$ cat src/rtl/sample_tick_pkg.sv
// -----------------------------------------------------------------------------
// sample_tick_pkg
//
// Shared definitions for the sampling-tick timebase that sits beside the
// scale-to-period lookup and triggers the AD7276 acquisition front end.
//
// Contents:
//   tick_state_t    - timebase FSM state (IDLE / RUN / DRAIN), fixed encoding
//                     so the debug state output is stable across builds.
//   MIN_PERIOD_DEF  - default smallest honoured period in clock cycles.
//   CNT_W_DEF       - default width of the period input / cycle counter.
//   OVR_W_DEF       - default width of the overrun counter.
// -----------------------------------------------------------------------------
package sample_tick_pkg;

    typedef enum logic [1:0] {
        IDLE  = 2'd0,   // timebase stopped, counter held at zero
        RUN   = 2'd1,   // counting, ticks issued at each period boundary
        DRAIN = 2'd2    // disabled with a request outstanding; wait for ack
    } tick_state_t;

    // A period of 1 would make every cycle a boundary and the counter compare
    // (period - 1) degenerate; 2 is the smallest period that still produces a
    // distinct idle cycle between ticks.
    localparam int MIN_PERIOD_DEF = 2;

    localparam int CNT_W_DEF = 32;
    localparam int OVR_W_DEF = 16;

endpackage : sample_tick_pkg

$ cat src/rtl/sample_tick_gen.sv
// -----------------------------------------------------------------------------
// sample_tick_gen
//
// Turns a sampling period expressed in aclk cycles into a strictly periodic
// one-cycle tick, and turns every tick into a conversion request towards the
// AD7276 acquisition front end. Period changes take effect only at a period
// boundary, so a running period is never shortened or stretched. Ticks that
// arrive while the previous request is still unacknowledged are counted as
// overruns instead of stacking up a second request.
//
// Parameters:
//   CNT_W       width of period_in and of the internal cycle counter
//   MIN_PERIOD  smallest honoured period; smaller inputs are clamped up
//   OVR_W       width of the saturating overrun counter
//
// Ports:
//   aclk         in   single clock, all logic on the rising edge
//   aresetn      in   asynchronous active-low reset
//   enable       in   level, high runs the timebase
//   period_in    in   desired period in aclk cycles, may change at any time
//   clear_ovr    in   one-cycle pulse, clears overrun_cnt
//   conv_ack     in   one-cycle pulse from the converter, accepts the request
//   tick         out  one-cycle pulse, once per period
//   conv_req     out  level, high from tick until acknowledged
//   overrun_cnt  out  saturating count of ticks that found conv_req high
//   active       out  high while in RUN or DRAIN
//   state_dbg    out  current FSM state, for observation only
//
// Request handshake (conv_req level / conv_ack pulse):
//   conv_req rises in the same cycle as tick and stays high until the edge
//   that samples conv_ack; it is low from the following cycle. At most one
//   request is ever outstanding. A tick that meets a still-high conv_req with
//   no ack on that edge is an overrun: it is counted and merged into the
//   pending request. A tick and an ack on the same edge retire the old request
//   and issue the new one, so conv_req simply stays high and nothing is
//   counted. An ack while conv_req is low is ignored.
// -----------------------------------------------------------------------------
module sample_tick_gen
    import sample_tick_pkg::*;
#(
    parameter int CNT_W      = CNT_W_DEF,
    parameter int MIN_PERIOD = MIN_PERIOD_DEF,
    parameter int OVR_W      = OVR_W_DEF
) (
    input  logic              aclk,
    input  logic              aresetn,
    input  logic              enable,
    input  logic [CNT_W-1:0]  period_in,
    input  logic              clear_ovr,
    input  logic              conv_ack,
    output logic              tick,
    output logic              conv_req,
    output logic [OVR_W-1:0]  overrun_cnt,
    output logic              active,
    output tick_state_t       state_dbg
);

    localparam logic [CNT_W-1:0] CNT_ZERO  = '0;
    localparam logic [CNT_W-1:0] CNT_ONE   = CNT_W'(1);
    localparam logic [CNT_W-1:0] MIN_P     = CNT_W'(MIN_PERIOD);
    localparam logic [OVR_W-1:0] OVR_ZERO  = '0;
    localparam logic [OVR_W-1:0] OVR_ONE   = OVR_W'(1);
    localparam logic [OVR_W-1:0] OVR_MAX   = '1;

    // -------------------------------------------------------------------------
    // State and registered outputs
    // -------------------------------------------------------------------------
    tick_state_t        state_q;
    tick_state_t        state_d;
    logic [CNT_W-1:0]   cnt_q;
    logic [CNT_W-1:0]   cnt_d;
    logic [CNT_W-1:0]   period_q;      // period currently being counted out
    logic [CNT_W-1:0]   period_d;

    logic               tick_d;
    logic               req_d;
    logic [OVR_W-1:0]   ovr_d;
    logic               active_d;

    // -------------------------------------------------------------------------
    // Combinational helpers
    // -------------------------------------------------------------------------
    logic [CNT_W-1:0]   period_clamped;
    logic [CNT_W-1:0]   last_cnt;
    logic               start;         // IDLE edge that launches the timebase
    logic               fire;          // this edge closes a period
    logic               overrun;       // this edge's tick finds a pending request

    // period_in is only looked at through this clamp, and only on the edges
    // that load period_q (start and fire), so upstream changes mid-period are
    // invisible to the running count.
    always_comb begin
        period_clamped = period_in;
        if (period_in < MIN_P) begin
            period_clamped = MIN_P;
        end
    end

    // period_q >= MIN_PERIOD >= 2, so this never wraps below zero.
    assign last_cnt = period_q - CNT_ONE;

    assign start   = (state_q == IDLE) && enable;

    // The disabling edge never fires, even if it lands on the boundary.
    assign fire    = (state_q == RUN) && enable && (cnt_q == last_cnt);

    assign overrun = fire && conv_req && !conv_ack;

    // -------------------------------------------------------------------------
    // Process 1: state register and registered outputs
    // -------------------------------------------------------------------------
    always_ff @(posedge aclk or negedge aresetn) begin
        if (!aresetn) begin
            state_q     <= IDLE;
            cnt_q       <= CNT_ZERO;
            period_q    <= MIN_P;
            tick        <= 1'b0;
            conv_req    <= 1'b0;
            overrun_cnt <= OVR_ZERO;
            active      <= 1'b0;
        end else begin
            state_q     <= state_d;
            cnt_q       <= cnt_d;
            period_q    <= period_d;
            tick        <= tick_d;
            conv_req    <= req_d;
            overrun_cnt <= ovr_d;
            active      <= active_d;
        end
    end

    assign state_dbg = state_q;

    // -------------------------------------------------------------------------
    // Process 2: next-state logic
    // -------------------------------------------------------------------------
    always_comb begin
        state_d = state_q;
        unique case (state_q)
            IDLE: begin
                if (enable) begin
                    state_d = RUN;
                end
            end
            RUN: begin
                if (!enable) begin
                    // A request acked on the very edge that disables us is
                    // already retired; waiting for another ack would hang.
                    if (conv_req && !conv_ack) begin
                        state_d = DRAIN;
                    end else begin
                        state_d = IDLE;
                    end
                end
            end
            DRAIN: begin
                // enable is deliberately not looked at here: the timebase only
                // restarts from IDLE with a fresh period load.
                if (conv_ack) begin
                    state_d = IDLE;
                end
            end
            default: begin
                state_d = IDLE;
            end
        endcase
    end

    // -------------------------------------------------------------------------
    // Process 3: next values of counter, period and outputs
    // -------------------------------------------------------------------------
    always_comb begin
        cnt_d    = cnt_q;
        period_d = period_q;

        unique case (state_q)
            IDLE: begin
                cnt_d = CNT_ZERO;
                if (enable) begin
                    period_d = period_clamped;
                end
            end
            RUN: begin
                if (!enable) begin
                    cnt_d = CNT_ZERO;
                end else if (fire) begin
                    cnt_d    = CNT_ZERO;
                    period_d = period_clamped;
                end else begin
                    cnt_d = cnt_q + CNT_ONE;
                end
            end
            DRAIN: begin
                cnt_d = CNT_ZERO;
            end
            default: begin
                cnt_d = CNT_ZERO;
            end
        endcase
    end

    always_comb begin
        tick_d = fire;

        // A tick always leaves a request pending; otherwise an ack retires it.
        // In IDLE conv_req is already low, so an ack there changes nothing.
        req_d = conv_req;
        if (fire) begin
            req_d = 1'b1;
        end else if (conv_ack) begin
            req_d = 1'b0;
        end

        // clear_ovr and a new run both restart the count, and both win over
        // an overrun landing on the same edge.
        ovr_d = overrun_cnt;
        if (clear_ovr || start) begin
            ovr_d = OVR_ZERO;
        end else if (overrun && (overrun_cnt != OVR_MAX)) begin
            ovr_d = overrun_cnt + OVR_ONE;
        end

        active_d = (state_d != IDLE);
    end

endmodule : sample_tick_gen

$ cat config.mk
export PLATFORM = sky130hd
export DESIGN_NAME = sample_tick_gen
export DESIGN_NICKNAME = d
export VERILOG_FILES = /design/src/rtl/sample_tick_pkg.sv /design/src/rtl/sample_tick_gen.sv
export SDC_FILE = /design/constraint.sdc
export NUM_CORES = 1
export LEC_CHECK = 0
export BUFFER_PORTS_ARGS = -buffer_cell sky130_fd_sc_hd__buf_2
export CAP_MARGIN = 20
export CORE_MARGIN = 1.5
export CORE_UTILIZATION = 59
export CTS_BUF_LIST = sky130_fd_sc_hd__clkbuf_4 sky130_fd_sc_hd__clkbuf_8 sky130_fd_sc_hd__clkbuf_16
export DETAILED_ROUTE_END_ITERATION = 8
export GPL_ROUTABILITY_DRIVEN = 0
export PLACE_DENSITY = 0.84
export SLEW_MARGIN = 5
export SYNTH_ARGS = -nofsm -noshare
export SYNTH_HDL_FRONTEND = slang
export SYNTH_SLANG_ARGS = --single-unit
$ cat constraint.sdc
create_clock -name aclk -period 4.35 [get_ports aclk]
set_input_delay 0.2175 -clock aclk [delete_from_list [all_inputs] [get_ports aclk]]
set_output_delay 0.2175 -clock aclk [all_outputs]
set_load 0.02 [all_outputs]
# After elaboration in Yosys (flattened, before gate mapping)
# Cells that the tools add are included.
dict set report word_totals {
  register_bits 85
  in_bits 37
}
dict set report op_classes {
  add_sub_neg 3
  order_cmp 1
  eq_ne 7
  muxes 17
  reduce_logical 15
}
# op count
set ops {}
lappend ops {{$mux 32} 7}
lappend ops {{$pmux 32 s2} 1}
lappend ops {{$add 32x1->32 const B} 1}
lappend ops {{$eq 32x32->1} 1}
lappend ops {{$lt 32x2->1 const B} 1}
lappend ops {{$mux 16} 2}
lappend ops {{$sub 32x1->32 const B} 1}
lappend ops {{$add 16x1->16 const B} 1}
lappend ops {{$ne 16x16->1 const B} 1}
lappend ops {{$mux 2} 4}
lappend ops {{$reduce_bool 2->1} 4}
lappend ops {{$logic_and 1x1->1} 7}
lappend ops {{$ne 2x2->1 const B} 3}
lappend ops {{$pmux 2 s3} 1}
lappend ops {{$reduce_and 4->1} 1}
lappend ops {{$eq 2x1->1 const B} 1}
lappend ops {{$eq 2x2->1 const B} 1}
lappend ops {{$logic_not 2->1} 1}
lappend ops {{$mux 1} 2}
lappend ops {{$logic_not 1->1} 1}
lappend ops {{$logic_or 1x1->1} 1}

# Depth between registers and ports, before layout
# Gate-level depths: netlist of the first run.
dict set report depth {
  word_depth 8
  depth_mapped 14
  depth_no_buf 11
}

# Least setup slack after synthesis of the first run
# No wires, ideal clock.
dict set report synth_timing {
  path_kind {reg2reg}
  from {register period_q[0]}
  to {register overrun_cnt[11]}
  setup_ns 0.136
  arrival_ns 3.695
  required_time_ns 4.214
  slack_ns 0.518
  stages_incl_launch_ff 15
  path_buffers 3
  period_less_slack_ns 3.832
  path_cell_list {dfrtp_1 inv_1 ha_1 nor3b_1 nand4_1 xnor2_1 nand3_1 or4b_1 or4_1 buf_2 or2_1 buf_6 buf_6 o41ai_1 a21oi_1}
}
dict set report synth_via {
  elab_chain_cells 7
}
# item line_no
set synth_lines {}
lappend synth_lines {{start, declared} sample_tick_gen.sv:72} ;# logic [CNT_W-1:0] period_q;
lappend synth_lines {{start signal, assigned} sample_tick_gen.sv:124} ;# period_q <= period_d;
lappend synth_lines {{$sub 32x1->32} sample_tick_gen.sv:100} ;# assign last_cnt = period_q - CNT_ONE;
lappend synth_lines {{$eq 32x32->1} sample_tick_gen.sv:105} ;# assign fire = (state_q == RUN) && enable && (cnt_q == last_cnt);
lappend synth_lines {{$logic_and 1x1->1} sample_tick_gen.sv:105}
lappend synth_lines {{$logic_and 1x1->1 (2 in series)} sample_tick_gen.sv:107} ;# assign overrun = fire && conv_req && !conv_ack;
lappend synth_lines {{$logic_and 1x1->1} sample_tick_gen.sv:219} ;# end else if (overrun && (overrun_cnt != OVR_MAX)) begin
lappend synth_lines {{$reduce_bool 2->1 (no source line)} -}
lappend synth_lines {{end signal, assigned} sample_tick_gen.sv:127} ;# overrun_cnt <= ovr_d;
lappend synth_lines {{end, declared} sample_tick_gen.sv:53} ;# output logic [OVR_W-1:0] overrun_cnt,
# Every way passes these cells.
# A chain may end at the register's enable or synchronous reset.

# Worst setup path after layout of the first run
dict set report layout_timing {
  from {register period_q[0]}
  to {register overrun_cnt[15]}
}
# Same word-level chain as after synthesis.

==> flow_metrics.py, run 1 <==
metrics = {
    "run_status": {
        "status": "complete, no violations",
    },
    "power_and_ir_drop": {
        "p_per_area_mw_per_mm2": 313.2,
        "p_comb_share_pct": 15.5,
        "switchingPower_uw": 520.8,
        "pwr-share-clk_pct": 32.4,
        "power.leakage_uw": 0.002324,
        "vdd_drop_max_mv": 0.1771,
        "sequentialPowerShare_pct": 52.1,
        "p_int_uw": 1257,
        "swShare_pct": 29.29,
    },
    "final_layout": {
        "nets": 631,
        "mostFrequentLayoutCells": "dfrtp_1 (84), nor2_1 (62), buf_2 (56)",
        "multi_input_area_mm2": 0.002794,
        "ff_latch_area_mm2": 0.002128,
        "antennaDiodeCount": 0,
        "fill_cells": 658,
        "syn2layout_area_growth_pct": 12.00,
        "final_common_cell": "dfrtp_1",
        "utilization_pct": 68.74,
        "drive_gt1_share_pct": 18.32,
    },
    "sta": {
        "worstMarginPinSlew_ns": 0.7466,
        "finalHoldViolations": 0,
        "setup_viol": 0,
        "fin_crit_sh_pct": 94.36,
        "relSlewSlack_pct": 49.85,
        "grt_setup_unrepaired": "false",
        "drv_slew": 0,
        "finClkSkew_ns": 0.01284,
        "clock.fmax_mhz": 243.6,
        "setup-tns-final_ns": 0,
        "min_period_ns": 4.105,
    },
    "routing": {
        "vias": 4365,
        "vias_per_cell": 6.236,
        "wl_per_cell_um": 17.35,
        "postRouteAntennaNets": 0,
        "drc": 0,
        "wirelength_um": 12150,
        "drtIter0Drc": 218,
        "drt-pass1-iter-count": 5,
    },
    "worst_setup_path": {
        "endpoint": "overrun_cnt[15]$_DFFE_PN0P_",
        "r2r-start": "period_q[0]$_DFFE_PN0P_",
        "r2r-end": "overrun_cnt[15]$_DFFE_PN0P_",
        "crit_path_start_kind": "register",
        "crit_fanout": 19,
        "required_ns": 4.58,
        "crit_path_end_kind": "register",
        "criticalPathCategory": "reg -> reg",
        "r2r_slack_ns": 0.25,
        "critPathArrivalTime_ns": 4.33,
        "rr_worst_depth": 9,
        "critPathLaunch": "period_q[0]$_DFFE_PN0P_",
    },
    "clock_network": {
        "clock_latency_ns": 0.36,
        "numClockSinks": 85,
        "clk_path_buf_depth": 2,
        "clk_pin_slew_ns": 0.09,
        "cts_tree": "done",
        "cts_htree_levels": 3,
        "cts_buffers": 9,
        "root_buffer": "clkbuf_8",
    },
    "grt": {
        "antenna_found_initial": 0,
        "met2_usage_pct": 48.42,
        "grt_max_degree": 86,
        "use_met3_pct": 6.459,
        "grt_busiest_layer": "met2",
        "track_usage_pct": 28.76,
        "grt_pass1_wl_um": 20310,
        "grt_pass1_vias": 4325,
        "grt-ovfl-total": 0,
        "grtUsageMet1_pct": 35.81,
    },
    "synth": {
        "yosysSeqAreaShare_pct": 41.99,
        "yosys_warnings": 0,
        "synth_area_mm2": 0.005069,
        "syn_inst": 535,
        "avgSynthCellArea_um2": 9.474,
        "ys_ff_latch": 85,
        "synth.distinct_cells": 57,
        "synthFlopType": "dfrtp_1",
        "async_reset_ff_share_pct": 100.0,
        "synth_edf_count": 0,
        "syn_nets": 575,
    },
    "floorplanning": {
        "core_mm2": 0.008258,
        "fp.dieW_um": 95.69,
        "ios": 58,
        "rows": 33,
        "dieArea_mm2": 0.009156,
        "initial_core_util_pct": 61.38,
        "die_y_um": 95.69,
    },
    "placed_design": {
        "dp_hpwl_um": 8878,
        "port_buffers": 57,
    },
    "job": {
        "maxCapViolCount": 0,
    },
    "min_path": {
        "hold_path.class": "in -> reg",
    },
}
==> layout make-up <==
cell class                 instances  area share, %
clock buffer                      11          2.667
clock inverter                     4         0.8376
inverter                          13         0.8596
multi-input combinational        417          49.22
sequential                        85          37.49
tap                              105          2.314
timing repair buffer              65          6.612
==> power groups by stage <==
stage                     clock, µW  combinational (µW)  sequential (µW)
after floorplan                   0                 203              903
after global placement            0                 256              933
after detailed placement          0                 268              939
after CTS                       583                 270              924
after global routing            621                 303              936
final                           576                 275              926
==> synth_stat cells, types with 3 or more instances <==
master,number,area share [%]
or4_1,14,2.1
o21ai_0,15,1.5
nor4_4,3,1.3
nor2_1,62,4.6
nor4b_1,3,0.52
or3b_1,4,0.69
nand3b_1,5,0.74
o31ai_1,3,0.44
o41ai_1,5,0.86
nand3_1,32,3.2
mux2i_1,3,0.59
xnor2_1,35,6.0
and4_1,3,0.52
inv_1,13,0.96
and3_1,12,1.5
mux2_1,12,2.7
ha_1,3,0.74
a21oi_1,14,1.4
nor4_1,14,1.7
nor3_1,22,2.2
mux2_2,18,4.0
dfrtp_1,84,41
xor2_1,35,6.0
nor2b_1,4,0.49
a31oi_1,3,0.37
nand2b_1,3,0.37
clkbuf_1,8,0.59
nand4_1,12,1.5
o211ai_1,4,0.59
or3_1,11,1.4
nand2_1,34,2.5
buf_2,9,0.89
==> metrics by stage <==
step                worst slack, ns  instance area, µm²  power (µW)  hold WS [ns]  std cells
floorplan                    0.5184                5069        1106      -0.07809        535
global route               0.006551                5677        1860       0.05300        700
global placement             0.3982                5448        1190        0.4323        683
detailed placement           0.3131                5448        1207        0.4321        683
CTS                          0.2738                5647        1777       0.04284        698
finish                       0.2452                5677        1778       0.05594        700
==> worst max-delay path, cell delays in order, from the launching register on <==
cell      delay (ns)
dfrtp_1         0.43
or4_1           0.68
or4_1           0.55
o311ai_1        0.09
a31oi_1         0.10
or4_1           0.52
or4_1           0.56
or2_2           0.49
o41ai_1         0.43
a21oi_1         0.11
==> state kept, by name, summed over array words and instances, names as in the netlist <==
signal / cells
active: 1
cnt_q: 32
conv_req: 1
overrun_cnt: 16
period_q: 32
state_dbg: 2
tick: 1
==> how the worst min path moves through the flow <==
stage               startpoint                endpoint  slack, ns  depth (start not counted)
finish                conv_ack  state_dbg[1]$_DFF_PN0_       0.06                          2
detailed placement    conv_ack  state_dbg[1]$_DFF_PN0_       0.43                          2
global placement      conv_ack  state_dbg[1]$_DFF_PN0_       0.43                          2
CTS                   conv_ack  state_dbg[1]$_DFF_PN0_       0.04                          2
floorplan              aresetn        active$_DFF_PN0_      -0.08                          0
global route          conv_ack  state_dbg[1]$_DFF_PN0_       0.05                          2
==> metal layers <==
layer / vias to the layer above / wire length (µm) / part of all wire, %
met3: 32 / 639 / 5.3
li1: 2042 / - / -
met2: 154 / 6081 / 50
met1: 2137 / 5138 / 42
met5: - / 0 / 0
met4: 0 / 287 / 2.4
==> repair_timing <==
item | 4_1_cts | 5_1_grt
hold endpoints to repair | 0 | 39
hold buffers | 0 | 1
setup buffers | 0 | 0
resized for setup | 0 | 1
setup endpoints to repair | 0 | 2
==> kinds of logic (layout without fill, tap and decap cells) <==
| logic type | count (synthesis) | count (layout) | share of synthesized area (%) |
|---|---|---|---|
| simple gates | 251 | 251 | 27.30 |
| flops | 85 | 85 | 41.99 |
| xor+xnor | 70 | 70 | 12.10 |
| compound gates | 60 | 60 | 7.653 |
| mux | 33 | 33 | 7.257 |
| buf+inv | 33 | 93 | 2.962 |
| fa+ha+maj | 3 | 3 | 0.7406 |
Power figures use the tool's default switching activity.
==> run 2, diff against run 1 <==
REMOVE_ABC_BUFFERS = 1   (was not set)
==> run 2 against run 1 <==
Effect of this change: final area shrank 0.53%; via count shrank 1.1%; utilization shrank 0.36 points; global-route usage shrank 2.8 points; critical path type unchanged; power shrank 1.8%; register-to-register slack lost 0.04 ns; combinational power shrank 3%; die area is the same; sequential share of layout area grew 0.20 points; cell count shrank 0.29%; largest power group unchanged.
==> flow_metrics.py, run 2 (synthesis results as in run 1) <==
metrics = {
    "floorplanning": {
        "initial_core_util_pct": 61.38,
        "dieArea_mm2": 0.009156,
        "die_y_um": 95.69,
        "fp.dieW_um": 95.69,
        "core_mm2": 0.008258,
        "ios": 58,
        "rows": 33,
    },
    "clock_network": {
        "cts_hold_buf": 0,
        "cts_setup_buffers": 0,
        "clock_latency_ns": 0.36,
        "root_buffer": "clkbuf_8",
        "numClockSinks": 85,
        "clk_path_buf_depth": 2,
        "cts_htree_levels": 3,
        "cts_resized": 0,
        "cts_buffers": 9,
        "clk_pin_slew_ns": 0.09,
        "cts_tree": "done",
    },
    "routing": {
        "drt-pass1-iter-count": 5,
        "drtIter0Drc": 267,
        "vias": 4317,
        "drc": 0,
        "vias_per_cell": 6.185,
        "postRouteAntennaNets": 0,
        "wirelength_um": 11510,
        "wl_per_cell_um": 16.49,
    },
    "final_layout": {
        "antennaDiodeCount": 0,
        "utilization_pct": 68.38,
        "syn2layout_area_growth_pct": 11.40,
        "fill_cells": 626,
        "reg_top3": "cnt_q x32, period_q x32, overrun_cnt x16",
        "drive_gt1_share_pct": 17.88,
        "final_common_cell": "dfrtp_1",
        "mostFrequentLayoutCells": "dfrtp_1 (84), nor2_1 (62), buf_2 (56)",
        "nets": 629,
        "fin_area_mm2": 0.005647,
        "ff_latch_area_mm2": 0.002128,
        "multi_input_area_mm2": 0.002794,
    },
    "worst_setup_path": {
        "rr_worst_depth": 9,
        "r2r_slack_ns": 0.21,
        "critPathLaunch": "period_q[4]$_DFFE_PN0P_",
        "path_cells": "nor4_4 -> nand4_1 -> or3_1 -> o31ai_1 -> o21ai_0 -> or4_1 -> or2_1 -> or4_1 -> nand2_1",
        "critical-path-max-stage-delay_ns": 0.68,
        "r2r-start": "period_q[4]$_DFFE_PN0P_",
        "criticalPathCategory": "reg -> reg",
        "required_ns": 4.64,
        "crit_path_end_kind": "register",
        "cpMostUsedCell": "or4_1",
        "crit_path_start_kind": "register",
        "endpoint": "overrun_cnt[5]$_DFFE_PN0P_",
        "r2r-end": "overrun_cnt[5]$_DFFE_PN0P_",
        "cp_slowest_cell": "or4_1",
        "crit_fanout": 19,
        "critPathArrivalTime_ns": 4.44,
    },
    "grt": {
        "grt_pass1_wl_um": 18510,
        "grt_pass1_vias": 3980,
        "grt-ovfl-total": 0,
        "grt_max_degree": 86,
        "antenna_found_initial": 0,
        "track_usage_pct": 25.94,
    },
    "placed_design": {
        "dpl-instance-area_mm2": 0.005420,
        "dp_hpwl_um": 8399,
        "port_buffers": 57,
    },
    "power_and_ir_drop": {
        "p_per_area_mw_per_mm2": 309.3,
        "vdd_drop_max_mv": 0.2339,
        "power.leakage_uw": 0.002303,
        "p_total_uw": 1746,
    },
    "sta": {
        "worstMarginPinSlew_ns": 0.6390,
        "finClkSkew_ns": 0.01320,
        "setup_viol": 0,
        "drv_slew": 0,
        "min_period_ns": 4.143,
        "relSlewSlack_pct": 57.07,
        "finalHoldViolations": 0,
        "grt_setup_unrepaired": "false",
        "clock.fmax_mhz": 241.4,
        "hold_ws_ns": 0.06332,
        "fin_crit_sh_pct": 95.23,
        "setup-tns-final_ns": 0,
    },
    "job": {
        "maxCapViolCount": 0,
    },
    "min_path": {
        "hold_path.class": "in -> reg",
    },
    "run_status": {
        "status": "complete, no violations",
    },
}
-- run 2: final cells by class --
type,instances,share of cell area [%]
sequential,85,37.69
inverter,13,0.8642
clock inverter,4,0.8863
tap,105,2.327
timing repair buffer,63,6.293
multi-input combinational,417,49.48
clock buffer,11,2.460
-- run 2: how the worst min path moves through the flow --
stage | from | to | slack [ns] | cells after the start
floorplan | aresetn | active$_DFF_PN0_ | -0.08 | 0
global placement | conv_ack | state_dbg[1]$_DFF_PN0_ | 0.42 | 2
detailed placement | conv_ack | state_dbg[1]$_DFF_PN0_ | 0.43 | 2
CTS | conv_ack | state_dbg[1]$_DFF_PN0_ | 0.06 | 2
global route | conv_ack | state_dbg[1]$_DFF_PN0_ | 0.07 | 2
finish | conv_ack | state_dbg[1]$_DFF_PN0_ | 0.06 | 2
-- run 2: per-layer routing --
| metal | GRT usage [%] | share of wire [%] |
|---|---|---|
| met5 | 0 | 0 |
| met4 | 9.804 | 1.9 |
| met1 | 34.08 | 45 |
| met2 | 43.43 | 48 |
| met3 | 3.429 | 5.5 |
-- run 2: worst max-delay path, delay by kind of cell, from the launching register on --
| kind | cells | cell delay, ns |
|---|---|---|
| and+or+nand+nor | 7 | 3.02 |
| AOI/OAI and AO/OA | 2 | 0.53 |
| DFF | 1 | 0.52 |
-- run 2: power breakdown --
group	total [µW]	switching, µW	internal [µW]
Sequential	931	93.8	837
Combinational	267	141	126
Clock	548	274	274
-- run 2: metrics by stage --
stage	setup slack, ns	instances
2_1_floorplan	-0.2123	515
3_3_place_gp	0.3549	681
3_5_place_dp	0.2584	681
4_1_cts	0.2307	696
5_1_grt	0.03507	698
6_report	0.2073	698
==> run 3, diff against run 2 <==
ABC_AREA = 0   (was not set)
SETUP_SLACK_MARGIN = 0.5   (was not set)
==> run 3 against run 2 <==
Effect of this change: setup slack improved by 0.11 ns; clock-buffer cell count unchanged; global-route usage increased by 0.068 points; sequential share of layout area decreased by 2.2 points; die area unchanged; clock skew decreased by 0.0045 ns; sequential cell count unchanged; clock power increased by 0.7%; cell count increased by 3.2%.
==> flow_metrics.py, run 3 (synthesis results as in run 1) <==
metrics = {
    "floorplanning": {
        "core_mm2": 0.008258,
        "initial_core_util_pct": 61.38,
        "die_y_um": 95.69,
        "fp.dieW_um": 95.69,
        "ios": 58,
        "dieArea_mm2": 0.009156,
        "rows": 33,
    },
    "grt": {
        "grt_pass1_vias": 4001,
        "grt-ovfl-total": 0,
        "antenna_found_initial": 0,
        "grt_max_degree": 86,
        "grt_pass1_wl_um": 18560,
        "track_usage_pct": 26.01,
    },
    "worst_setup_path": {
        "r2r_slack_ns": 0.32,
        "critPathLaunch": "period_q[0]$_DFFE_PN0P_",
        "rr_worst_depth": 11,
        "r2r-end": "overrun_cnt[11]$_DFFE_PN0P_",
        "crit_fanout": 5,
        "crit_path_end_kind": "register",
        "required_ns": 4.62,
        "crit_path_start_kind": "register",
        "critPathArrivalTime_ns": 4.31,
        "criticalPathCategory": "reg -> reg",
        "r2r-start": "period_q[0]$_DFFE_PN0P_",
        "endpoint": "overrun_cnt[11]$_DFFE_PN0P_",
    },
    "final_layout": {
        "nets": 651,
        "final_common_cell": "dfrtp_1",
        "drive_gt1_share_pct": 26.50,
        "mostFrequentLayoutCells": "dfrtp_1 (74), nor2_1 (62), buf_2 (56)",
        "reg_top3": "cnt_q x32, period_q x32, overrun_cnt x16",
        "fill_cells": 543,
        "syn2layout_area_growth_pct": 18.96,
        "utilization_pct": 73.02,
        "antennaDiodeCount": 0,
    },
    "placed_design": {
        "port_buffers": 57,
        "dp_hpwl_um": 8399,
    },
    "routing": {
        "drt-pass1-iter-count": 5,
        "postRouteAntennaNets": 0,
        "vias_per_cell": 6.456,
        "vias": 4648,
        "drc": 0,
        "wl_per_cell_um": 18.72,
        "drtIter0Drc": 304,
        "wirelength_um": 13480,
    },
    "sta": {
        "clock.fmax_mhz": 247.8,
        "fin_crit_sh_pct": 92.75,
        "finClkSkew_ns": 0.008672,
        "finalHoldViolations": 0,
        "min_period_ns": 4.035,
        "worstMarginPinSlew_ns": 0.6623,
        "grt_setup_unrepaired": "false",
        "setup_viol": 0,
        "drv_slew": 0,
        "relSlewSlack_pct": 55.51,
        "setup-tns-final_ns": 0,
    },
    "clock_network": {
        "clock_latency_ns": 0.36,
        "numClockSinks": 85,
        "cts_htree_levels": 3,
        "clk_path_buf_depth": 2,
        "cts_buffers": 9,
        "cts_tree": "done",
        "root_buffer": "clkbuf_8",
        "clk_pin_slew_ns": 0.08,
    },
    "power_and_ir_drop": {
        "vdd_drop_max_mv": 0.2534,
        "power.leakage_uw": 0.002475,
        "p_per_area_mw_per_mm2": 305.2,
    },
    "min_path": {
        "hold_path.class": "in -> reg",
    },
    "job": {
        "maxCapViolCount": 0,
    },
    "run_status": {
        "status": "complete, no violations",
    },
}
## run 3: power by group
group | internal, µW | leakage [µW] | switching, µW
combinational | 163 | 0.00128 | 183
clock | 274 | 0.0000922 | 277
sequential | 840 | 0.00110 | 103
total | 1280 | 0.00247 | 563
## run 3: layout make-up
type                       count  area, µm²  share of cell area [%]
sequential                    85       2141                   35.51
inverter                      13      48.80                  0.8093
multi-input combinational    417       2938                   48.72
clock inverter                 4      50.05                  0.8300
tap                          105      131.4                   2.179
timing repair buffer          85      581.8                   9.649
clock buffer                  11      138.9                   2.303
## run 3: through the flow
stage / area, µm² / setup WS (ns) / std cells / total power (µW) / hold slack [ns]
detailed placement: 5420 / 0.2584 / 681 / 1201 / 0.4303
CTS: 5632 / 0.5150 / 697 / 1747 / 0.05889
finish: 6030 / 0.3152 / 720 / 1840 / 0.06321
global placement: 5420 / 0.3549 / 681 / 1184 / 0.4235
global route: 6030 / 0.1990 / 720 / 1903 / 0.06947
floorplan: 4967 / -0.2123 / 515 / 1099 / -0.07809
## run 3: worst min-delay path by stage
| stage | startpoint | end | slack [ns] | cells past startpoint |
|---|---|---|---|---|
| floorplan | aresetn | active$_DFF_PN0_ | -0.08 | 0 |
| global route | conv_ack | state_dbg[1]$_DFF_PN0_ | 0.07 | 2 |
| CTS | conv_ack | state_dbg[1]$_DFF_PN0_ | 0.06 | 2 |
| finish | conv_ack | state_dbg[1]$_DFF_PN0_ | 0.06 | 2 |
| global placement | conv_ack | state_dbg[1]$_DFF_PN0_ | 0.42 | 2 |
| detailed placement | conv_ack | state_dbg[1]$_DFF_PN0_ | 0.43 | 2 |
## run 3: worst max-delay path, stage by stage (launching register included)
cell,delay (ns)
dfrtp_2,0.45
buf_4,0.16
nor4_2,0.45
nand4_1,0.16
buf_4,0.18
or3_1,0.39
o31ai_1,0.36
o21ai_1,0.25
or4_4,0.61
nor4_4,0.39
or3b_1,0.40
a21oi_1,0.15
## run 3: timing repair
item	4_1_cts	5_1_grt
cloned	0	2
pin swaps	2	12
buffers inserted	1	19
hold buffers	0	1
endpoints found under the setup margin	73	73
hold endpoints to repair	0	11
resized for setup	6	39
## run 3: layer usage
metal,vias up,track usage (%),part of all wire (%)
li1,2076,-,-
met1,2266,34.13,42
met3,60,3.589,6.5
met2,246,43.31,48
met4,0,10.17,3.6
met5,-,0,0
